==> src/rtl/sint_dispatch.sv <==
// sint_dispatch: ray-intersection result dispatcher.
// Accepted rays travel down a fixed LAT-stage delay line alongside the
// intersection pipeline. At retire, hits go to both the traversal-arbiter
// (tarb) queue and the shadow-sample (ss) queue, and misses go to the shader
// (sh) queue. Upstream is throttled with a credit scheme: a ray is accepted
// only when every queue is guaranteed room for every ray already in flight.
// Optional build macro SINT_DISPATCH_STATS_EN adds saturating hit/miss/stall
// counters.
module sint_dispatch #(
  parameter int RAYID_W = 9,
  parameter int DEPTH   = 16,
  parameter int LAT     = 18
) (
  input  logic               clk,
  input  logic               rst,
  input  logic               in_valid,
  input  logic [RAYID_W-1:0] in_rayID,
  input  logic               in_is_shadow,
  output logic               in_stall,
  output logic               in_accept,
  input  logic [31:0]        pl_tmin,
  input  logic [31:0]        pl_tmax,
  input  logic               pl_miss,
  output logic               tarb_valid,
  output logic [RAYID_W-1:0] tarb_rayID,
  output logic               tarb_is_shadow,
  output logic [31:0]        tarb_tmin,
  output logic [31:0]        tarb_tmax,
  input  logic               tarb_stall,
  output logic               ss_valid,
  output logic [RAYID_W-1:0] ss_rayID,
  output logic [31:0]        ss_tmax,
  input  logic               ss_stall,
  output logic               sh_valid,
  output logic [RAYID_W-1:0] sh_rayID,
  input  logic               sh_stall
`ifdef SINT_DISPATCH_STATS_EN
  ,
  output logic [31:0]        stat_hits,
  output logic [31:0]        stat_misses,
  output logic [31:0]        stat_stall_cycles
`endif
);

  localparam int AW  = $clog2(DEPTH);
  localparam int CW  = AW + 1;
  localparam int SW  = CW + 2;
  localparam int TW  = RAYID_W + 65;
  localparam int SSW = RAYID_W + 32;

  // Negative tmin (including -0.0 and negative NaN) is clamped to +0.0.
  function automatic logic [31:0] clamp_tmin(input logic [31:0] t);
    return t[31] ? 32'h0 : t;
  endfunction

  // Occupancy update shared by the in-flight counter and the queues.
  function automatic logic [CW-1:0] cnt_next(input logic [CW-1:0] c,
                                             input logic push,
                                             input logic pop);
    logic [CW-1:0] r;
    r = c;
    if (push && !pop) r = c + CW'(1);
    else if (!push && pop) r = c - CW'(1);
    return r;
  endfunction

  logic [LAT-1:0]              dl_vld;
  logic [LAT-1:0][RAYID_W-1:0] dl_id;
  logic [LAT-1:0]              dl_sh;
  logic                        retire;
  logic [RAYID_W-1:0]          ret_id;
  logic                        ret_sh;
  logic [CW-1:0]               inflight, inflight_nxt;

  logic [TW-1:0]  tarb_mem [DEPTH];
  logic [AW-1:0]  tarb_wr, tarb_rd;
  logic [CW-1:0]  tarb_cnt, tarb_cnt_nxt;
  logic           tarb_push, tarb_pop;
  logic [TW-1:0]  tarb_head;

  logic [SSW-1:0] ss_mem [DEPTH];
  logic [AW-1:0]  ss_wr, ss_rd;
  logic [CW-1:0]  ss_cnt, ss_cnt_nxt;
  logic           ss_push, ss_pop;
  logic [SSW-1:0] ss_head;

  logic [RAYID_W-1:0] sh_mem [DEPTH];
  logic [AW-1:0]      sh_wr, sh_rd;
  logic [CW-1:0]      sh_cnt, sh_cnt_nxt;
  logic               sh_push, sh_pop;

  logic [CW-1:0] max_cnt_nxt;
  logic          stall_nxt;

  // Accept is suppressed while reset is held so nothing enters the pipe.
  assign in_accept = in_valid & ~in_stall & rst;

  // Delay-line valids: the only control state of the line; it never stalls.
  always_ff @(posedge clk or negedge rst) begin
    if (!rst) begin
      dl_vld <= '0;
    end else begin
      dl_vld[0] <= in_accept;
      for (int i = 1; i < LAT; i++) dl_vld[i] <= dl_vld[i-1];
    end
  end

  // Delay-line payload: qualified by dl_vld, so left unreset.
  always_ff @(posedge clk) begin
    dl_id[0] <= in_rayID;
    dl_sh[0] <= in_is_shadow;
    for (int i = 1; i < LAT; i++) begin
      dl_id[i] <= dl_id[i-1];
      dl_sh[i] <= dl_sh[i-1];
    end
  end

  assign retire = dl_vld[LAT-1];
  assign ret_id = dl_id[LAT-1];
  assign ret_sh = dl_sh[LAT-1];

  assign tarb_push = retire & ~pl_miss;
  assign ss_push   = retire & ~pl_miss;
  assign sh_push   = retire & pl_miss;

  assign tarb_valid = (tarb_cnt != '0);
  assign ss_valid   = (ss_cnt != '0);
  assign sh_valid   = (sh_cnt != '0);
  assign tarb_pop   = tarb_valid & ~tarb_stall;
  assign ss_pop     = ss_valid & ~ss_stall;
  assign sh_pop     = sh_valid & ~sh_stall;

  assign inflight_nxt = cnt_next(inflight, in_accept, retire);
  assign tarb_cnt_nxt = cnt_next(tarb_cnt, tarb_push, tarb_pop);
  assign ss_cnt_nxt   = cnt_next(ss_cnt, ss_push, ss_pop);
  assign sh_cnt_nxt   = cnt_next(sh_cnt, sh_push, sh_pop);

  // Show-ahead heads; outputs read as zero whenever a queue is empty.
  assign tarb_head = tarb_valid ? tarb_mem[tarb_rd] : '0;
  assign ss_head   = ss_valid ? ss_mem[ss_rd] : '0;
  assign {tarb_is_shadow, tarb_tmin, tarb_tmax, tarb_rayID} = tarb_head;
  assign {ss_tmax, ss_rayID} = ss_head;
  assign sh_rayID = sh_valid ? sh_mem[sh_rd] : '0;

  // Worst-case credit: all in-flight rays could land in the fullest queue.
  always_comb begin
    max_cnt_nxt = tarb_cnt_nxt;
    if (ss_cnt_nxt > max_cnt_nxt) max_cnt_nxt = ss_cnt_nxt;
    if (sh_cnt_nxt > max_cnt_nxt) max_cnt_nxt = sh_cnt_nxt;
    stall_nxt = (SW'(inflight_nxt) + SW'(max_cnt_nxt) + SW'(1)) > SW'(DEPTH);
  end

  // In-flight counter and registered upstream stall.
  always_ff @(posedge clk or negedge rst) begin
    if (!rst) begin
      inflight <= '0;
      in_stall <= 1'b0;
    end else begin
      inflight <= inflight_nxt;
      in_stall <= stall_nxt;
    end
  end

  // tarb queue pointers and occupancy.
  always_ff @(posedge clk or negedge rst) begin
    if (!rst) begin
      tarb_wr  <= '0;
      tarb_rd  <= '0;
      tarb_cnt <= '0;
    end else begin
      if (tarb_push) tarb_wr <= tarb_wr + AW'(1);
      if (tarb_pop)  tarb_rd <= tarb_rd + AW'(1);
      tarb_cnt <= tarb_cnt_nxt;
    end
  end

  // ss queue pointers and occupancy.
  always_ff @(posedge clk or negedge rst) begin
    if (!rst) begin
      ss_wr  <= '0;
      ss_rd  <= '0;
      ss_cnt <= '0;
    end else begin
      if (ss_push) ss_wr <= ss_wr + AW'(1);
      if (ss_pop)  ss_rd <= ss_rd + AW'(1);
      ss_cnt <= ss_cnt_nxt;
    end
  end

  // sh queue pointers and occupancy.
  always_ff @(posedge clk or negedge rst) begin
    if (!rst) begin
      sh_wr  <= '0;
      sh_rd  <= '0;
      sh_cnt <= '0;
    end else begin
      if (sh_push) sh_wr <= sh_wr + AW'(1);
      if (sh_pop)  sh_rd <= sh_rd + AW'(1);
      sh_cnt <= sh_cnt_nxt;
    end
  end

  // Queue storage writes at retire; contents are qualified by the counts.
  always_ff @(posedge clk) begin
    if (tarb_push) tarb_mem[tarb_wr] <= {ret_sh, clamp_tmin(pl_tmin), pl_tmax, ret_id};
    if (ss_push)   ss_mem[ss_wr]     <= {pl_tmax, ret_id};
    if (sh_push)   sh_mem[sh_wr]     <= ret_id;
  end

`ifdef SINT_DISPATCH_STATS_EN
  function automatic logic [31:0] sat_inc(input logic [31:0] v, input logic en);
    return (en && (v != 32'hFFFF_FFFF)) ? v + 32'd1 : v;
  endfunction

  // Saturating event counters.
  always_ff @(posedge clk or negedge rst) begin
    if (!rst) begin
      stat_hits         <= '0;
      stat_misses       <= '0;
      stat_stall_cycles <= '0;
    end else begin
      stat_hits         <= sat_inc(stat_hits, tarb_push);
      stat_misses       <= sat_inc(stat_misses, sh_push);
      stat_stall_cycles <= sat_inc(stat_stall_cycles, in_valid & in_stall);
    end
  end
`endif

`ifndef SYNTHESIS
  tarb_no_overflow: assert property (@(posedge clk) disable iff (!rst)
    !(tarb_push && !tarb_pop && (tarb_cnt == CW'(DEPTH))));
  ss_no_overflow: assert property (@(posedge clk) disable iff (!rst)
    !(ss_push && !ss_pop && (ss_cnt == CW'(DEPTH))));
  sh_no_overflow: assert property (@(posedge clk) disable iff (!rst)
    !(sh_push && !sh_pop && (sh_cnt == CW'(DEPTH))));
`endif

endmodule

==> config.mk <==
export PLATFORM = sky130hd
export DESIGN_NAME = sint_dispatch
export DESIGN_NICKNAME = d
export VERILOG_FILES = /design/src/rtl/sint_dispatch.sv
export SDC_FILE = /design/constraint.sdc
export NUM_CORES = 2
export LEC_CHECK = 0
export ABC_AREA = 0
export CAP_MARGIN = 20
export CELL_PAD_IN_SITES_DETAIL_PLACEMENT = 1
export CELL_PAD_IN_SITES_GLOBAL_PLACEMENT = 1
export CORE_ASPECT_RATIO = 2
export CORE_MARGIN = 4
export CORE_UTILIZATION = 45
export DETAILED_ROUTE_END_ITERATION = 10
export PLACE_DENSITY = 0.73
export SYNTH_ARGS = -nofsm -noshare
export SYNTH_HDL_FRONTEND = slang
export SYNTH_SLANG_ARGS = --single-unit
==> constraint.sdc <==
create_clock -name clk -period 8 [get_ports clk]
set_clock_uncertainty 0.15 [all_clocks]
set_input_delay 0.8 -clock clk [delete_from_list [all_inputs] [get_ports clk]]
set_output_delay 0.8 -clock clk [all_outputs]
set_load 0.05 [all_outputs]
Yosys cells after proc, flatten, opt, wreduce, memory -nomap -nowiden
Memories as Yosys holds them, arrays and structs flattened.
Cells that the tools add are included.
{"block": "classes", "div": 0, "reduce_logical": 18, "n_eq_ne": 0, "n_bitwise": 12, "shifts": 0, "multipliers": 0, "n_mux": 18, "n_addsub": 16, "order_cmp": 3}
{"cell": "$mux W74", "n": 1}
{"cell": "$mux W5", "n": 10}
{"cell": "$mux W41", "n": 1}
{"cell": "$mux W31", "n": 1}
{"cell": "$add A4 B1 Y4 const B", "n": 6}
{"cell": "$add A5 B1 Y5 const B", "n": 4}
{"cell": "$sub A5 B1 Y5 const B", "n": 4}
{"cell": "$reduce_bool A5 Y1", "n": 3}
{"cell": "$gt A5 B5 Y1", "n": 2}
{"cell": "$mux W9", "n": 1}
{"cell": "$logic_and A1 B1 Y1", "n": 8}
{"cell": "$add A6 B1 Y7 const B", "n": 1}
{"cell": "$and A1 B1 Y1", "n": 7}
{"cell": "$gt A7 B5 Y1 const B", "n": 1}
{"cell": "$logic_not A1 Y1", "n": 7}
{"cell": "$add A5 B5 Y6", "n": 1}
{"cell": "$not A1 Y1", "n": 5}
{"cell": "$mux W1", "n": 4}
{"block": "word_totals", "out_inout_bits": 129, "romBits": 0, "input_bits": 81, "memories": 3, "latchBits": 0, "register_bits": 243, "mem_bits_rw": 1968}
{"name": "tarb_mem", "depth": 16, "word_bits": 73, "rd": 1, "rd_ports_with_merged_regs": 0, "write_ports": 1, "line": "75", "source": "logic [TW-1:0] tarb_mem [DEPTH];"}
{"name": "ss_mem", "depth": 16, "word_bits": 41, "rd": 1, "rd_ports_with_merged_regs": 0, "write_ports": 1, "line": "81", "source": "logic [SSW-1:0] ss_mem [DEPTH];"}
{"name": "sh_mem", "depth": 16, "word_bits": 9, "rd": 1, "rd_ports_with_merged_regs": 0, "write_ports": 1, "line": "87", "source": "logic [RAYID_W-1:0] sh_mem [DEPTH];"}

Logic depth before layout (Yosys ltp)
{"block": "depth", "ltp_word": 13, "mapped_depth": 32, "depth_no_buf": 32}

Worst setup path after synthesis
Ideal clock, no wire load.
{"block": "synth_timing", "kind": "input-to-reg", "start": "input pl_miss", "end": "memory tarb_mem[0][0] (netlist bit) (enable)", "setup_time_ns": 0.594, "path_stages": 6, "arrival_time_ns": 6.846, "n_path_buf": 3, "setup_slack_ns": 0.410, "path_cell_list": "nor2b_2 > buf_6 > clkbuf_1 > buf_1 > nand2_1 > nor3_1"}
{"block": "synth_via", "elab_chain_len": 4}
{"element": "start, declared", "line": "23", "source": "input logic pl_miss,"}
{"element": "$not A1 Y1", "line": "122", "source": "assign tarb_push = retire & ~pl_miss;"}
{"element": "$and A1 B1 Y1", "line": "122"}
{"element": "$mux W1", "line": "205", "source": "if (tarb_push) tarb_mem[tarb_wr] <= {ret_sh, clamp_tmin(pl_tmin), pl_tmax, ret_id};"}
{"element": "$mux W1 (implied by the code)", "line": "205"}
{"element": "end, declared", "line": "75"}
No other way between the ends.

Final worst setup path
{"block": "layout_timing", "start": "register dl_vld[17]", "end": "register in_stall"}
{"block": "layout_via", "elab_chain_len": 12, "word_cells_on_any_way": 28}
{"element": "start, declared", "line": "67", "source": "logic [LAT-1:0] dl_vld;"}
{"element": "start signal, assigned", "line": "101", "source": "dl_vld <= '0;"}
{"element": "$and A1 B1 Y1 (*)", "line": "122"}
{"element": "$logic_not A1 Y1", "line": "63", "source": "else if (!push && pop) r = c - CW'(1);"}
{"element": "$logic_and A1 B1 Y1", "line": "63"}
{"element": "$mux W5", "line": "63"}
{"element": "$mux W5 (*)", "line": "62", "source": "if (push && !pop) r = c + CW'(1);"}
{"element": "via tarb_cnt_nxt[3]", "line": "77", "source": "logic [CW-1:0] tarb_cnt, tarb_cnt_nxt;"}
{"element": "$gt A5 B5 Y1", "line": "148", "source": "if (ss_cnt_nxt > max_cnt_nxt) max_cnt_nxt = ss_cnt_nxt;"}
{"element": "$mux W5 (*)", "line": "148"}
{"element": "$gt A5 B5 Y1", "line": "149", "source": "if (sh_cnt_nxt > max_cnt_nxt) max_cnt_nxt = sh_cnt_nxt;"}
{"element": "$mux W5 (*)", "line": "149"}
{"element": "$add A5 B5 Y6 (*)", "line": "150", "source": "stall_nxt = (SW'(inflight_nxt) + SW'(max_cnt_nxt) + SW'(1)) > SW'(DEPTH);"}
{"element": "$add A6 B1 Y7 (*)", "line": "150"}
{"element": "$gt A7 B5 Y1 (*)", "line": "150"}
{"element": "via stall_nxt", "line": "93", "source": "logic stall_nxt;"}
{"element": "end signal, assigned", "line": "160", "source": "in_stall <= stall_nxt;"}
{"element": "end, declared", "line": "19", "source": "output logic in_stall,"}
Mark *: on every way through the listed nets, which the timed path passes. The rest lies on a longest branch.
A chain may end at the register's enable or synchronous reset.

==> results.json <==
{
  "crit_buf_inv": 2,
  "finalPower_mw": 35.2,
  "drcViolationCount": 0,
  "hold_class": "flip-flop to flip-flop",
  "start_util_pct": 45.2,
  "worst_r2r_startpoint": "dl_vld[17]$_DFF_PN0_",
  "cap_viol_max_count": 0,
  "cp-end-kind": "flip-flop",
  "vias_per_cell": 5.82,
  "fin_nets": 3930,
  "crit_family": "simple AND/OR/NAND/NOR gates",
  "clockBufferDepth": 4,
  "crit_cells": 28,
  "globalRoute.totalOverflow": 0,
  "post-dp-hpwl_mm": 101,
  "leakagePower_nw": 30.0,
  "num_vias": 36700,
  "r2r_slack_ps": 620,
  "place.gp.congestion": 0.750,
  "grt_max_degree": 144,
  "ys_seq_area_share_pct": 78.3,
  "final.min_clock_period_ps": 7380,
  "fin_util_pct": 52.1,
  "core.rowCount": 221,
  "fmaxAchievable_ghz": 0.136,
  "clock_latency_ps": 810,
  "synthArstFlopShare_pct": 2.85,
  "pin_count": 210,
  "crit_start": "dl_vld[17]$_DFF_PN0_",
  "hold_start": "dl_id[151]$_DFF_P_",
  "port_buffers": 208,
  "tns_ps": 0,
  "synth_edf_count": 1968,
  "worst_slew_margin_rel_pct": 24.8,
  "cpMaxStageDelayCell": "dfrtp_1",
  "ys_types": 66,
  "crit_fanout": 21,
  "finalSetupViolCount": 0,
  "period_share_pct": 92.2,
  "fp.dieArea_mm2": 0.190,
  "cts.sinks": 2211,
  "netlist_instances": 3470,
  "core_area_mm2": 0.181,
  "syn2layout_area_growth_pct": 15.2,
  "cts_tree": "done",
  "reg2reg_to": "in_stall$_DFF_PN0_",
  "yosys_warnings": 0,
  "die_w_um": 310,
  "dr.pass1.iters": 5,
  "clk_pin_slew_ps": 70,
  "peakVddDrop_v": 0.000476,
  "avgSynthCellArea_um2": 23.6,
  "worstPathRequired_ps": 8520,
  "critical_path.endpoint": "in_stall$_DFF_PN0_",
  "ant_nets": 0,
  "reg2reg_depth": 28,
  "grt_usage_pct": 20.0,
  "antenna_found_initial": 12,
  "grt_pass1_wl_mm": 277,
  "wl_mm": 188,
  "powerDensity_mw_per_mm2": 373,
  "root_buffer": "clkbuf_16",
  "synth_nets": 3589,
  "dr.first_iter.drc_count": 3534,
  "drive_gt1_share_pct": 26.9,
  "slowest_delay_ps": 710,
  "status": "finished, final reports clean",
  "htreeDepth": 4,
  "grt_pass1_vias": 40200,
  "critPathKind": "flip-flop to flip-flop",
  "wl_per_cell_um": 29.9,
  "arrival_ps": 7900,
  "cp-start-kind": "flip-flop",
  "ys_ff_latch": 2211,
  "finalHoldViolations": 0,
  "maxSlewViolCount": 0,
  "synth_ff_type": "edfxtp_1",
  "tightestPinTransition_ps": 1130,
  "cts_made_buffers": 191,
  "fp.dieH_um": 612,
  "netlist_area_mm2": 0.0820,
  "rsz0062_at_grt": "no"
}
[cell usage after synthesis, types with 3 or more instances]
master,count,area share (%)
buf_1,18,0.082
buf_2,46,0.28
nor2_1,37,0.17
a22oi_1,3,0.027
nor3_1,10,0.061
o211ai_1,3,0.027
mux2i_1,4,0.049
or2_2,3,0.023
dfxtp_1,180,4.4
dfrtp_1,63,1.9
a21oi_1,7,0.043
mux2_2,3,0.041
mux4_2,615,17
nor2b_1,34,0.26
nand2_1,34,0.16
nand4b_1,3,0.032
clkbuf_1,100,0.46
a31oi_1,3,0.023
and3_1,8,0.061
nand4_1,7,0.053
o31ai_1,3,0.027
xor2_1,7,0.075
edfxtp_1,1968,72
xnor2_1,28,0.30
nand3_1,5,0.030
o21ai_0,16,0.098
nor4_1,4,0.030
nor3b_1,3,0.027
a211oi_1,3,0.027
ha_1,37,0.56
and2_1,137,1.0
inv_1,27,0.12
nand2b_1,12,0.092
[registers in the layout, indices dropped and copies added (netlist names)]
signal / cells
tarb_wr: 4
in_stall: 1
sh_rd: 4
ret_id: 9
tarb_cnt: 5
dl_vld: 18
dl_sh: 18
sh_mem: 144
tarb_mem: 1168
ss_mem: 656
dl_id: 153
ss_rd: 4
sh_cnt: 5
inflight: 5
ss_cnt: 5
tarb_rd: 4
sh_wr: 4
ss_wr: 4
[repair_timing]
| action | CTS | global route |
|---|---|---|
| hold buffers | 1 | 0 |
| setup buffers | 0 | 0 |
| endpoints found under the hold margin | 63 | 0 |
| resized for setup | 0 | 0 |
[metrics by stage]
stage | cell area, um2 | worst slack [ps] | cells | hold slack [ps]
5_1_grt | 94500 | 88.8 | 6299 | 147
4_1_cts | 93800 | 626 | 6267 | 144
3_3_place_gp | 87400 | 402 | 5928 | 160
2_1_floorplan | 82000 | 410 | 3470 | 160
3_5_place_dp | 87400 | 65.1 | 5928 | 163
6_report | 94500 | 622 | 6303 | 160
[routing by layer]
| layer | vias to the layer above | wire length, um | track usage (%) |
|---|---|---|---|
| li1 | 15200 | - | - |
| met1 | 20100 | 72300 | 25.8 |
| met2 | 1204 | 101000 | 35.9 |
| met3 | 283 | 9910 | 2.68 |
| met4 | 8 | 4870 | 5.27 |
| met5 | - | 51 | 0 |
[worst min-delay path by stage]
stage,end,slack (ps),depth (start not counted)
after floorplan,dl_id[100]$_DFF_P_,160,0
after global placement,dl_id[144]$_DFF_P_,160,0
after detailed placement,dl_id[134]$_DFF_P_,160,0
after CTS,ret_id[7]$_DFF_P_,140,0
after global routing,ret_id[7]$_DFF_P_,150,0
final,ret_id[7]$_DFF_P_,160,0
[power breakdown]
group,internal (mW),switching (mW)
Combinational,5.38,6.82
Sequential,12.9,0.545
Clock,5.52,4.05
[cell families after synthesis]
kind of cell,count (synthesis),synth area share [%]
flip-flops,2211,78.3
multiplexers,622,17.0
AND/OR/NAND/NOR,306,2.17
buffers and inverters,196,0.984
AO/OA/AOI/OAI,58,0.515
adder cells (fa/ha/maj),40,0.613
XOR/XNOR,36,0.393
other,1,0.00457
[cell type report]
cell class	count	area (um2)
Timing Repair Buffer	314	3520
Sequential cell	2211	64300
Fill cell	15600	86900
Tap cell	2341	2930
Clock inverter	110	1350
Inverter	30	116
Clock buffer	228	5100
Multi-Input combinational cell	1063	17200
Antenna cell	6	15.0
[cell usage in the layout (no fill, tap or decap), types with 11 or more instances in the layout]
master,count
clkinvlp_4,13
nand2b_1,12
dfxtp_1,180
and2_1,137
clkbuf_16,204
o21ai_0,16
dfrtp_1,53
edfxtp_1,1968
nand2_1,34
nor2_1,13
buf_4,60
clkbuf_1,27
nor2b_1,34
clkinv_2,28
clkinv_1,30
xnor2_1,28
nor2_4,24
buf_12,16
mux4_2,615
bufinv_16,29
inv_1,26
buf_16,13
ha_1,37
clkdlybuf4s50_1,206
buf_8,11
Note: power is estimated with default switching activity, not from simulation.
